===== src/rtl/fetch_prefetch_queue.sv =====
// Fetch stage with a prefetch FIFO between a synchronous-read instruction
// memory (1-cycle latency) and the IF/ID latch. Reads are issued only when a
// FIFO slot is guaranteed for the returning word, so a push never hits a full
// queue. A redirect flushes the queue, retargets the PC and drops the
// in-flight read.
//
// Consumer handshake: the head entry is offered while instr_valid=1. It is
// taken on a rising edge where instr_valid=1, stall_d=0 and redirect=0. It is
// held otherwise. instr_out/pc_plus_out read 0 while the queue is empty.
module fetch_prefetch_queue #(
    parameter int ADDR_W   = 9,
    parameter int DATA_W   = 32,
    parameter int DEPTH    = 4,
    parameter int PC_INC   = 1,
    parameter int RESET_PC = 0
) (
    input  logic                       clk,
    input  logic                       inicio,
    output logic                       mem_en,
    output logic [ADDR_W-1:0]          mem_addr,
    input  logic [DATA_W-1:0]          mem_rdata,
    input  logic                       stall_d,
    input  logic                       redirect,
    input  logic [ADDR_W-1:0]          redirect_pc,
    output logic                       instr_valid,
    output logic [DATA_W-1:0]          instr_out,
    output logic [ADDR_W-1:0]          pc_plus_out,
    output logic [$clog2(DEPTH+1)-1:0] occupancy
);

    localparam int PTR_W = $clog2(DEPTH);
    localparam int OCC_W = $clog2(DEPTH+1);
    localparam logic [ADDR_W-1:0] RESET_PC_C = ADDR_W'(RESET_PC);
    localparam logic [ADDR_W-1:0] PC_INC_C   = ADDR_W'(PC_INC);
    localparam logic [OCC_W:0]    DEPTH_C    = (OCC_W+1)'(DEPTH);

    logic [ADDR_W-1:0] pc;
    logic              inflight;
    logic [ADDR_W-1:0] reqAddr;
    logic [PTR_W-1:0]  rdPtr;
    logic [PTR_W-1:0]  wrPtr;
    logic [OCC_W-1:0]  occ;

    logic [DATA_W-1:0] fifoData [DEPTH];
    logic [ADDR_W-1:0] fifoPc   [DEPTH];

    logic [OCC_W:0] credit;
    logic           issue;
    logic           push;
    logic           pop;

    // Issue/push/pop decisions; redirect overrides all three.
    always_comb begin
        credit = {1'b0, occ} + {{OCC_W{1'b0}}, inflight};
        issue  = !inicio && !redirect && (credit < DEPTH_C);
        push   = inflight && !redirect;
        pop    = (occ != '0) && !stall_d && !redirect;
    end

    assign mem_en      = issue;
    assign mem_addr    = pc;
    assign occupancy   = occ;
    assign instr_valid = (occ != '0);
    assign instr_out   = instr_valid ? fifoData[rdPtr] : '0;
    assign pc_plus_out = instr_valid ? fifoPc[rdPtr]   : '0;

    // PC, in-flight tracking, pointers and occupancy.
    always_ff @(posedge clk or posedge inicio) begin
        if (inicio) begin
            pc       <= RESET_PC_C;
            inflight <= 1'b0;
            reqAddr  <= RESET_PC_C;
            rdPtr    <= '0;
            wrPtr    <= '0;
            occ      <= '0;
        end else if (redirect) begin
            // The read returning this cycle belongs to the old path: drop it.
            pc       <= redirect_pc;
            inflight <= 1'b0;
            rdPtr    <= '0;
            wrPtr    <= '0;
            occ      <= '0;
        end else begin
            if (issue) begin
                pc      <= pc + PC_INC_C;
                reqAddr <= pc;
            end
            inflight <= issue;
            if (push) wrPtr <= wrPtr + PTR_W'(1);
            if (pop)  rdPtr <= rdPtr + PTR_W'(1);
            case ({push, pop})
                2'b10:   occ <= occ + OCC_W'(1);
                2'b01:   occ <= occ - OCC_W'(1);
                default: occ <= occ;
            endcase
        end
    end

    // Queue storage; contents past the pointers are don't-care, so no reset.
    always_ff @(posedge clk) begin
        if (push) begin
            fifoData[wrPtr] <= mem_rdata;
            fifoPc[wrPtr]   <= reqAddr + PC_INC_C;
        end
    end

endmodule


===== config.mk =====
export PLATFORM = sky130hd
export DESIGN_NAME = fetch_prefetch_queue
export DESIGN_NICKNAME = d
export VERILOG_FILES = /design/src/rtl/fetch_prefetch_queue.sv
export SDC_FILE = /design/constraint.sdc
export NUM_CORES = 1
export LEC_CHECK = 0
export BUFFER_PORTS_ARGS = -buffer_cell sky130_fd_sc_hd__buf_2
export CORE_MARGIN = 1
export CORE_UTILIZATION = 50
export DETAILED_ROUTE_END_ITERATION = 8
export GPL_TIMING_DRIVEN = 0
export HOLD_SLACK_MARGIN = 0.05
export PLACE_DENSITY = 0.69
export SYNTH_ARGS = -nofsm -noshare
export SYNTH_HDL_FRONTEND = slang
export SYNTH_SLANG_ARGS = --single-unit

===== constraint.sdc =====
create_clock -name clk -period 2.5 [get_ports clk]
set_input_delay 0.25 -clock clk [delete_from_list [all_inputs] [get_ports clk]]
set_output_delay 0.25 -clock clk [all_outputs]
set_load 0.01 [all_outputs]

==> results.sh, run 1 <==
export IMPL_clock_path_buffers=2
export IMPL_timing_hold_violations_final=0
export IMPL_placed_cells=706
export IMPL_final_min_period_over_clock_period_pct=95.9
export IMPL_final_max_slew_viol_count=0
export IMPL_globalRoute_totalOverflow=0
export IMPL_setup_worst_path_end_class="register"
export IMPL_rsz0062_at_grt="no"
export IMPL_groute_usage_overall_pct=19.2
export IMPL_drt_wl_total_mm=14.4
export IMPL_synth_most_common_cell="edfxtp_1"
export IMPL_post_synth_edffs=164
export IMPL_power_density_cell_area_nw_per_um2=1020
export IMPL_number_of_sinks_driven_by_the_clock_tree=190
export IMPL_period_needed_ns=2.40
export IMPL_timing_setup_critical_path_class="reg -> reg"
export IMPL_synth_top_cell_area_share_pct=63.7
export IMPL_cts_buffers_inserted=17
export IMPL_r2r_setup_slack_ns=0.10
export IMPL_share_of_post_route_cells_with_drive_strength_above_1_pct=35.7
export IMPL_first_iter_violations=429
export IMPL_n_antenna_cell=0
export IMPL_ys_async_sr_fraction_pct=13.7
export IMPL_cts_htree_levels=4
export IMPL_timing_reg2reg_worst_path_depth=8
export IMPL_critical_path_reg2reg_startpoint="occupancy[0]"
export IMPL_cp_data_arrival_time_ns=2.75
export IMPL_worstReg2RegEnd="occupancy[2]"
export IMPL_syn_to_final_growth_pct=23.4
export IMPL_synth_distinct_cells=43
export IMPL_synth_avg_cell_area_sq_um=18.6
export IMPL_tritoncts="yes"
export IMPL_route_vias_total=4192
export IMPL_post_synth_inst_count=415
export IMPL_clock_skew_ns=0.00694
export IMPL_final_setup_fails=0
export IMPL_relative_max_transition_margin_pct=34.4
export IMPL_max_cap_viol_count=0
export IMPL_ctsRootBufferMaster="clkbuf_16"
export IMPL_critical_path_fanout_max=10
export IMPL_synth_top_cells_by_count="164 x edfxtp_1, 43 x nor2b_1, 41 x mux4_2, 30 x nand2_1, 26 x dfrtp_1"
export IMPL_ys_dominant_reg_cell="edfxtp_1"
export IMPL_timing_worst_slew_pin_value_ns=0.983
export IMPL_insertion_delay_ns=0.43
export IMPL_placedInstanceArea_sq_um=8540
export IMPL_post_route_util_pct=62.9
export IMPL_path_cells="nor3_4 -> buf_6 -> clkbuf_8 -> nor4_1 -> fa_1 -> or4_4 -> a21o_1 -> a21oi_2"
export IMPL_synth_area_leaders="edfxtp_1 64%, mux4_2 12%, dfrtp_1 8.4%, nor2b_1 3.5%, nand2_1 1.5%"
export IMPL_core_area_sq_um=15100
export IMPL_die_width_microns=126
export IMPL_synth_area_leader_cell="edfxtp_1"
export IMPL_die_area_sq_um=16000
export IMPL_achievable_frequency_mhz=417
export IMPL_starting_density_pct=51.0
export IMPL_synth_ff_latch_count=190
export IMPL_fp_row_count=45
export IMPL_post_dp_hpwl_mm=8.91
export IMPL_vias_in_the_first_global_route=4375
export IMPL_synthesis_area_sq_um=7730
export IMPL_grt_antenna_before_repair=0
export IMPL_drtAntennaViolNets=0
export IMPL_startpoint_type_of_the_worst_setup_path="register"
export IMPL_clk_transition_reported_paths_ns=0.06
export IMPL_required_ns=2.85
export IMPL_dpl_worst_slack_ns=-0.314
export IMPL_io_buffers=99
export IMPL_worst_hold_path_type="in -> async"
export IMPL_route_detailed_wl_per_inst_microns=18.5
export IMPL_gp_congestion=0.757
export IMPL_cpPeakStageDelay_ns=0.50
export IMPL_post_route_worst_setup_slack_ns=0.102
export IMPL_die_y_microns=126
export IMPL_synth_yosys_seq_area_share_pct=72.2
export IMPL_grt_pass1_wl_mm=22.8
export IMPL_nNetsFinal=625
export IMPL_critPathSlowestCell="or4_4"
export IMPL_num_io_pins=100
export IMPL_finish_instance_area_sq_um=9530
export IMPL_worst_case_vdd_ir_drop_uv=597
export IMPL_pin_count_of_the_biggest_net_entering_global_routing=33
export IMPL_synthesis_nets=467
export IMPL_drt_first_pass_iters=4
export IMPL_remaining_drcs=0
export IMPL_viasPerCell=5.42
export IMPL_layoutNonFillerInstCount=774
export IMPL_ys_warn_count=0
export IMPL_p_leak_nw=3.50
export IMPL_run_status="completed"
-- worst max path at each step --
stage	slack, ns	to	cells past startpoint	from
after floorplan	0.04	occupancy[2]	8	occupancy[1]
after global placement	-0.39	fifoData[0][23]	3	inflight
after detailed placement	-0.31	occupancy[2]	8	occupancy[0]
after CTS	0.02	occupancy[2]	8	occupancy[1]
after global routing	0.006	occupancy[2]	8	occupancy[0]
final	0.10	occupancy[2]	8	occupancy[0]
-- sequential cells by signal (all words and copies together) (netlist names) --
| register | flops |
|---|---|
| fifoData | 128 |
| fifoPc | 36 |
| mem_addr | 9 |
| reqAddr | 9 |
| occupancy | 3 |
| rdPtr | 2 |
| wrPtr | 2 |
| inflight | 1 |
-- worst max-delay path, delay by kind of cell, from the launching register on --
| kind | cells | cell delay [ns] |
|---|---|---|
| compound gates | 2 | 0.30 |
| fa+ha+maj | 1 | 0.40 |
| buf+inv | 2 | 0.35 |
| flops | 1 | 0.46 |
| simple gates | 3 | 0.80 |
-- cell type report --
cell class | instances | area, sq um
fill | 1069 | 5610
buffer | 20 | 141
inverter | 7 | 26.3
clock buffer | 20 | 447
timing repair buffer | 139 | 931
sequential | 190 | 5580
clock inverter | 12 | 170
tap | 188 | 235
multi-input combinational | 198 | 2000
-- logic make-up after synthesis --
| family | after synthesis | share of synthesized area [%] |
|---|---|---|
| AND/OR/NAND/NOR | 114 | 8.47 |
| multiplexers | 44 | 12.4 |
| buffers and inverters | 27 | 2.04 |
| XOR/XNOR | 12 | 1.46 |
| adder cells (fa/ha/maj) | 7 | 1.23 |
| flip-flops | 190 | 72.2 |
| AO/OA/AOI/OAI | 21 | 2.24 |
-- report_power, final --
group,internal [W],switching [W],leakage [nW]
logic,0.00143,0.00156,1.39
registers,0.00373,0.000183,1.81
clock network,0.00169,0.00109,0.292
-- repair_timing --
action,4_1_cts,5_1_grt
pin swaps,0,1
gates resized for setup,3,3
buffers inserted,0,2
setup endpoints to repair,1,1
endpoints found under the hold margin,126,0
hold buffers,34,0
-- layer usage --
| metal | up-vias | GRT usage, % | wire, microns |
|---|---|---|---|
| met1 | 2122 | 25.0 | 6260 |
| met4 | 0 | 7.73 | 214 |
| met3 | 16 | 3.75 | 559 |
| li1 | 1929 | - | - |
| met2 | 125 | 32.0 | 7320 |
| met5 | - | 0 | 0 |
-- stage by stage --
step           TNS [ns]  total power (W)  hold slack, ns
2_1_floorplan         0          0.00586           0.290
3_3_place_gp     -61.82          0.00679           0.460
3_5_place_dp     -0.314          0.00686           0.465
4_1_cts               0          0.00972          0.0510
5_1_grt               0           0.0101          0.0578
6_report              0          0.00969          0.0651
-- cells in the final DEF, fill, tap and decap left out, drive strengths merged, types with 4 or more instances in the layout --
| cell type | count |
|---|---|
| and2 | 4 |
| clkinvlp | 4 |
| edfxtp | 164 |
| clkbuf | 27 |
| buf | 118 |
| ha | 6 |
| a221o | 7 |
| mux4 | 41 |
| dfrtp | 26 |
| xnor2 | 11 |
| nor2 | 7 |
| nor3 | 7 |
| nor2b | 43 |
| nand2 | 30 |
| bufinv | 4 |
| nand3 | 10 |
| clkinv | 4 |
| inv | 7 |
| dlygate4sd3 | 34 |
| a21o | 7 |
Power figures use the tool's default switching activity.
==> run 2: changes to the inputs <==
- MAX_ROUTING_LAYER: not set -> met4
- PLACE_DENSITY: 0.69 -> 0.67
- clock period: 2.5 -> 2.6 ns (I/O delays scaled with it)
==> results.sh, run 2 (same netlist as run 1, synthesis figures left out) <==
export IMPL_viasPerCell=5.38
export IMPL_pin_count_of_the_biggest_net_entering_global_routing=27
export IMPL_fillCellCount=1078
export IMPL_syn_to_final_growth_pct=23.9
export IMPL_path_cells="nor3_2 -> buf_6 -> clkbuf_1 -> nor2b_1 -> buf_2"
export IMPL_post_dp_hpwl_mm=8.88
export IMPL_drt_first_pass_iters=4
export IMPL_cpPeakStageDelay_ns=0.48
export IMPL_nNetsFinal=626
export IMPL_startpoint_type_of_the_worst_setup_path="register"
export IMPL_relative_max_transition_margin_pct=36.2
export IMPL_largest_reg_flops=128
export IMPL_ctsRootBufferMaster="clkbuf_16"
export IMPL_drtAntennaViolNets=0
export IMPL_route_vias_total=4165
export IMPL_clock_skew_ns=0.00533
export IMPL_share_of_post_route_cells_with_drive_strength_above_1_pct=35.0
export IMPL_finish_instance_area_sq_um=9570
export IMPL_period_needed_ns=2.45
export IMPL_fp_row_count=45
export IMPL_io_buffers=99
export IMPL_clock_path_buffers=2
export IMPL_max_cap_viol_count=0
export IMPL_worst_hold_path_type="in -> async"
export IMPL_gp_congestion=0.763
export IMPL_drt_wl_total_mm=14.0
export IMPL_cp_data_arrival_time_ns=2.19
export IMPL_grt_antenna_before_repair=0
export IMPL_remaining_drcs=0
export IMPL_number_of_sinks_driven_by_the_clock_tree=190
export IMPL_critPathSlowestCell="dfrtp_1"
export IMPL_worst_case_vdd_ir_drop_uv=502
export IMPL_setup_worst_path_end_class="output port"
export IMPL_required_ns=2.34
export IMPL_core_area_sq_um=15100
export IMPL_final_cell_mix="164 x edfxtp_1, 105 x buf_2, 43 x nor2b_1"
export IMPL_final_setup_tns_ns=0
export IMPL_die_width_microns=126
export IMPL_grt_pass1_wl_mm=22.5
export IMPL_critical_path_reg2reg_startpoint="occupancy[1]"
export IMPL_die_y_microns=126
export IMPL_critical_path_fanout_max=19
export IMPL_timing_setup_critical_path_class="reg -> out"
export IMPL_tritoncts="yes"
export IMPL_route_detailed_wl_per_inst_microns=18.0
export IMPL_rsz0062_at_grt="no"
export IMPL_critical_path_startpoint="occupancy[1]"
export IMPL_regMostFlops="fifoData"
export IMPL_run_status="completed"
export IMPL_first_iter_violations=321
export IMPL_n_antenna_cell=0
export IMPL_num_io_pins=100
export IMPL_timing_worst_slew_pin_value_ns=0.956
export IMPL_achievable_frequency_mhz=408
export IMPL_clk_transition_reported_paths_ns=0.06
export IMPL_groute_usage_overall_pct=19.7
export IMPL_cts_htree_levels=4
export IMPL_die_area_sq_um=16000
export IMPL_placedInstanceArea_sq_um=8560
export IMPL_top_regs="fifoData (128), fifoPc (36)"
export IMPL_final_max_slew_viol_count=0
export IMPL_final_setup_fails=0
export IMPL_globalRoute_totalOverflow=0
export IMPL_insertion_delay_ns=0.42
export IMPL_timing_hold_violations_final=0
export IMPL_power_density_cell_area_nw_per_um2=967
export IMPL_p_leak_nw=3.52
export IMPL_layout_commonest_cell="edfxtp_1"
export IMPL_final_min_period_over_clock_period_pct=94.4
export IMPL_vias_in_the_first_global_route=4301
export IMPL_starting_density_pct=51.0
export IMPL_cts_buffers_inserted=17
==> run 2: path summary, 6_finish.rpt <==
kind | end | slack, ns | cells past startpoint
min in group clk | mem_addr[8] | 0.08 | 2
max | instr_out[1] | 0.15 | 5
min reg2reg | reqAddr[8] | 0.51 | 2
max reg2reg | occupancy[2] | 0.24 | 7
min | occupancy[2] | 0.07 | 2
max in group asynchronous | rdPtr[0] | 1.95 | 2
==> run 2: area by class of cell <==
class,count,area (sq um),area share (%)
inverters,7,26.3,0.275
flip-flops and latches,190,5580,58.3
clock inverters,13,196,2.05
well taps,188,235,2.46
multi-input cells,198,2000,20.9
clock buffers,18,429,4.48
repair buffers,141,978,10.2
plain buffers,19,130,1.36
==> run 2: worst max-delay path, delay by kind of cell, from the launching register on <==
kind,cells,cell delay [ns]
buffers and inverters,3,0.88
DFF,1,0.48
and+or+nand+nor,2,0.41
==> run 2: power breakdown <==
part           leakage [nW]  switching [W]  total (W)  internal, W
Sequential             1.82       0.000173    0.00376      0.00358
Clock                 0.299        0.00103    0.00272      0.00169
Combinational          1.41        0.00146    0.00277      0.00132
Total                  3.52        0.00266    0.00925      0.00659
==> run 2: layer usage <==
| layer | vias up | track usage [%] | wire [microns] |
|---|---|---|---|
| li1 | 1933 | - | - |
| met4 | 0 | 6.45 | 82 |
| met1 | 2120 | 24.5 | 6070 |
| met3 | 8 | 4.64 | 543 |
| met5 | - | - | 0 |
| met2 | 104 | 32.0 | 7260 |
==> run 2: through the flow <==
stage	util, %	total power, W	worst slack, ns	hold slack (ns)	cells
finish	63.2	0.00925	0.146	0.0672	774
global route	63.2	0.00972	0.000873	0.0642	774
CTS	63.2	0.00937	0.0719	0.0550	774
detailed placement	56.5	0.00661	-0.250	0.477	706
global placement	55.8	0.00655	-0.316	0.470	702
floorplan	-	0.00564	0.143	0.300	415
==> run 2: repair_timing <==
item                                    4_1_cts  5_1_grt
endpoints found under the setup margin        1        4
hold buffers                                 38        0
hold endpoints to repair                    134        0
buffers inserted                              0        0
resized for setup                             0        4
